File: config.mk
export PLATFORM = sky130hd
export DESIGN_NAME = clock_divider_multi
export DESIGN_NICKNAME = d
export VERILOG_FILES = /design/src/rtl/clock_divider_multi.sv
export SDC_FILE = /design/constraint.sdc
export NUM_CORES = 1
export LEC_CHECK = 0
export ABC_AREA = 1
export BUFFER_PORTS_ARGS = -buffer_cell sky130_fd_sc_hd__clkbuf_2
export CAP_MARGIN = 5
export CORE_AREA = 2 2 86 88
export DETAILED_ROUTE_END_ITERATION = 8
export DIE_AREA = 0 0 88 90
export PLACE_DENSITY = 0.85
export SETUP_SLACK_MARGIN = 0.5
export SKIP_LAST_GASP = 1
export SLEW_MARGIN = 10
export SYNTH_ARGS = -nofsm -noshare
export SYNTH_HDL_FRONTEND = slang
export SYNTH_SLANG_ARGS = --single-unit
File: constraint.sdc
create_clock -name clk -period 2.7 [get_ports clk]
set_input_delay 0.405 -clock clk [delete_from_list [all_inputs] [get_ports clk]]
set_output_delay 0.405 -clock clk [all_outputs]
set_load 0.1 [all_outputs]
File: src/rtl/clock_divider_multi.sv
// clock_divider_multi: multi-channel programmable clock divider with shadowed
// period/high-time config applied only at period start or on sync_clr.
module clock_divider_multi #(
    parameter int NUM_CH   = 2,
    parameter int CNT_W    = 8,
    parameter int DEF_DIV  = 11,
    parameter int DEF_HIGH = 6
) (
    input  logic              clk,
    input  logic              rst_n,
    input  logic              en,
    input  logic              sync_clr,
    input  logic              cfg_we,
    input  logic [2:0]        cfg_ch,
    input  logic [CNT_W-1:0]  cfg_div,
    input  logic [CNT_W-1:0]  cfg_high,
    output logic [NUM_CH-1:0] div_out,
    output logic [NUM_CH-1:0] tick,
    output logic [NUM_CH-1:0] cfg_pending
);
    for (genvar g = 0; g < NUM_CH; g++) begin : g_ch
        logic [CNT_W-1:0] cnt, div_a, div_s, high_a, high_s;
        logic [CNT_W-1:0] cnt_n, div_n, high_n;
        logic             pend, out_q, tick_q, restart, apply, wr;
        always_comb begin
            restart = sync_clr | (en & (cnt == div_a));
            apply   = restart & pend;
            wr      = cfg_we & (cfg_ch == 3'(g));
            div_n   = apply ? div_s : div_a;
            high_n  = apply ? high_s : high_a;
            cnt_n   = restart ? '0 : en ? cnt + 1'b1 : cnt;
        end
        // apply reads the shadow before a same-cycle write lands in it
        always_ff @(posedge clk or negedge rst_n) begin
            if (!rst_n) begin
                cnt    <= '0;
                div_a  <= CNT_W'(DEF_DIV);
                div_s  <= CNT_W'(DEF_DIV);
                high_a <= CNT_W'(DEF_HIGH);
                high_s <= CNT_W'(DEF_HIGH);
                pend   <= 1'b0;
                out_q  <= 1'b0;
                tick_q <= 1'b0;
            end else begin
                cnt    <= cnt_n;
                div_a  <= div_n;
                high_a <= high_n;
                tick_q <= restart;
                pend   <= wr | (pend & ~restart);
                if (wr) begin
                    div_s  <= cfg_div;
                    high_s <= cfg_high;
                end
                if (en | sync_clr)
                    out_q <= cnt_n < high_n;
            end
        end
        assign div_out[g]     = out_q;
        assign tick[g]        = tick_q;
        assign cfg_pending[g] = pend;
    end
endmodule

==> metrics.cfg <==
[outcome]
status = finished clean

[cells_and_area]
syn_to_final_growth_pct = 18.7
drive_gt1_share_pct = 25.1
layout.nets = 556
fin_area_um2 = 4850
n_antenna_cell = 0

[synthesis]
netlist_area_um2 = 4090
synth.most_common_cell = nand2_1
syn_area_per_cell_um2 = 8.74
synth_cells = 468
synthArstFlopShare_pct = 100
synth_area_leaders = dfrtp_1, dfstp_2, nand2_1
synth_nets = 508
yosys_warnings = 0
yosysSeqAreaShare_pct = 53.2
yosys_register_bits = 86
synth_edf_count = 0
synth_cell_types = 29
yosysTopAreaCellShare_pct = 40.4
yosys.area.top_type = dfrtp_1
synthTopCellsByCount = nand2_1, inv_1, dfrtp_1
synth_flop_cell = dfrtp_1

[power_and_ir_drop]
seqPwrFrac_pct = 48.3
p_sw_share_pct = 29.0
peakVddDrop_mv = 0.412
p_per_area_nw_per_um2 = 740
switchingPower_mw = 1.04
power_mw = 3.59
p_comb_share_pct = 21.2
cell_internal_pwr_mw = 2.55
pwr-share-clk_pct = 30.5
p_leak_nw = 2.51

[floorplan]
die_w_um = 88
core.rowCount = 31
die_h_um = 90
die_area_um2 = 7920
core_um2 = 7020
start_util_pct = 58.3
io_pins = 30

[global_routing]
grt_use_total_pct = 24.4
grt_pass1_wl_mm = 15.0
grt_pass1_vias = 3222
antenna_found_initial = 0
grt_max_degree = 84
grt-ovfl-total = 0

[sta]
period_needed_ns = 2.27
slew_violations = 0
post-route-period-util_pct = 83.9
fmaxAchievable_mhz = 441
maxSlewHeadroom_pct = 32.1
setup_ws_ns = 0.435
final_hold_viol_count = 0
tightest_slew_ns = 1.02
rsz0062_at_grt = yes
setup_viol = 0
finClkSkew_ns = 0.0111
finalSetupTns_ns = 0

[drt]
viasPerCell = 5.02
wirelength_mm = 8.77
num_vias = 3110
route.detailed.drc = 0
drtIter0Drc = 190
wl_per_cell_um = 14.2
drtPass1Iterations = 4
drtAntennaViolNets = 0

[critical_path]
crit_fanout = 4
cp-end-kind = flip-flop
critPathRequiredTime_ns = 2.99
reg2regPathDepth = 13
reg2reg_to = g_ch[1].out_q$_DFFE_PN0P_
setup.worst_path.class = reg -> reg
cp.arrival_ns = 2.56
start_kind = flip-flop
r2r_setup_slack_ns = 0.43
r2r_start = g_ch[1].cnt[0]$_DFF_PN0_

[cts]
clk_latency_ns = 0.35
clock_sinks = 86
cts_root_buf = clkbuf_8
clk_path_buf_depth = 2
cts_buffers = 9
cts_tree = yes
htreeDepth = 3
clkTransAtPathRegs_ns = 0.08

[hold_path]
worstHoldPathType = in -> async

[placed_design]
placed_cell_area_um2 = 4310
place_ws_ns = 0.176
portBuffers = 29
routabilityCongestion = 0.857
hpwl_mm = 5.79

[job]
max-cap-violations = 0

[sequential cells by signal, indices dropped and copies added, names as in the netlist]
| signal | flops |
|---|---|
| g_ch.pend | 2 |
| g_ch.high_a | 16 |
| g_ch.div_s | 16 |
| g_ch.high_s | 16 |
| g_ch.cnt | 16 |
| g_ch.out_q | 2 |
| g_ch.tick_q | 2 |
| g_ch.div_a | 16 |
[how the worst max path moves through the flow]
stage | from | to | slack, ns
finish | g_ch[1].cnt[0]$_DFF_PN0_ | g_ch[1].out_q$_DFFE_PN0P_ | 0.43
global placement | en | g_ch[0].out_q$_DFFE_PN0P_ | 0.25
global route | g_ch[0].cnt[0]$_DFF_PN0_ | g_ch[0].out_q$_DFFE_PN0P_ | 0.25
detailed placement | en | g_ch[0].out_q$_DFFE_PN0P_ | 0.18
floorplan | g_ch[0].cnt[0]$_DFF_PN0_ | g_ch[0].out_q$_DFFE_PN0P_ | 0.38
CTS | g_ch[0].cnt[0]$_DFF_PN0_ | g_ch[0].out_q$_DFFE_PN0P_ | 0.45
[layer usage]
layer | vias up | track usage [%] | part of all wire, %
met5 | - | 0 | 0
met4 | 0 | 8.72 | 1.7
met3 | 15 | 5.42 | 4.1
met2 | 73 | 40.3 | 51
met1 | 1472 | 31.3 | 44
li1 | 1550 | - | -
[final cells by class]
| type | count | area [µm²] |
|---|---|---|
| repair buffers | 53 | 335 |
| multi-input cells | 283 | 1660 |
| clock inverters | 5 | 106 |
| flip-flops and latches | 86 | 2180 |
| inverters | 83 | 312 |
| clock buffers | 11 | 141 |
| fillers | 509 | 2170 |
| well taps | 99 | 124 |
[worst max-delay path: stages (launching register included)]
cell and delay [ns]:
dfrtp_1 0.40, buf_4 0.13, nand2_1 0.06, nor3_2 0.22, nand2_1 0.13, nor3_1 0.19, xor2_1 0.22, nor2_2 0.08
ha_4 0.25, nand2_1 0.08, nor2_1 0.07, a2111oi_2 0.22, nand2_1 0.10, nand2_1 0.07
[per-stage QoR]
| stage | utilization [%] | cells | hold slack (ns) |
|---|---|---|---|
| global route | 69.1 | 620 | 0.295 |
| global placement | 61.4 | 585 | 0.466 |
| CTS | 68.8 | 618 | 0.262 |
| finish | 69.1 | 620 | 0.206 |
| floorplan | - | 468 | 0.109 |
| detailed placement | 61.4 | 585 | 0.472 |
[power by group through the flow]
stage	Sequential (mW)	Clock (mW)	Combinational (mW)
after floorplan	1.71	0	0.512
after global placement	1.74	0	0.623
after detailed placement	1.75	0	0.660
after CTS	1.73	1.11	0.748
after global routing	1.76	1.16	0.873
final	1.73	1.09	0.763
[cell usage in the layout (no fill, tap or decap), types with 3 or more instances in the layout]
cell type  Yosys  layout
bufinv_16      0       3
nand2_1      104     103
nand3_1       17      17
o21ai_0       40      36
mux2_2         6       6
nand2_4        4       4
xor2_1        10      10
dfrtp_1       66      66
o21ai_1        6       4
a21oi_1       22      20
clkbuf_2       0      28
ha_4           0       3
nor2_2         2       8
o21ai_2        0       6
buf_4          8      23
nor2_1        33      26
xnor2_1        4       4
clkbuf_8       0      10
dfstp_2       20      20
inv_1         82      81
ha_1          16      13
[kinds of logic after synthesis]
logic type / after synthesis / share of synthesized area, %
AO/OA/AOI/OAI: 72 / 9.11
XOR/XNOR: 14 / 3.00
adder cells (fa/ha/maj): 16 / 4.89
buffers and inverters: 100 / 10.0
flip-flops: 86 / 53.2
multiplexers: 6 / 1.65
AND/OR/NAND/NOR: 174 / 18.1
[what timing repair did]
| item | 4_1_cts | 5_1_grt |
|---|---|---|
| resized for setup | 34 | 3 |
| hold buffers | 0 | 0 |
| gates cloned | 1 | 0 |
| buffers inserted | 16 | 2 |
| setup endpoints to repair | 2 | 2 |
| pin swaps | 6 | 1 |
Power figures use the tool's default switching activity.
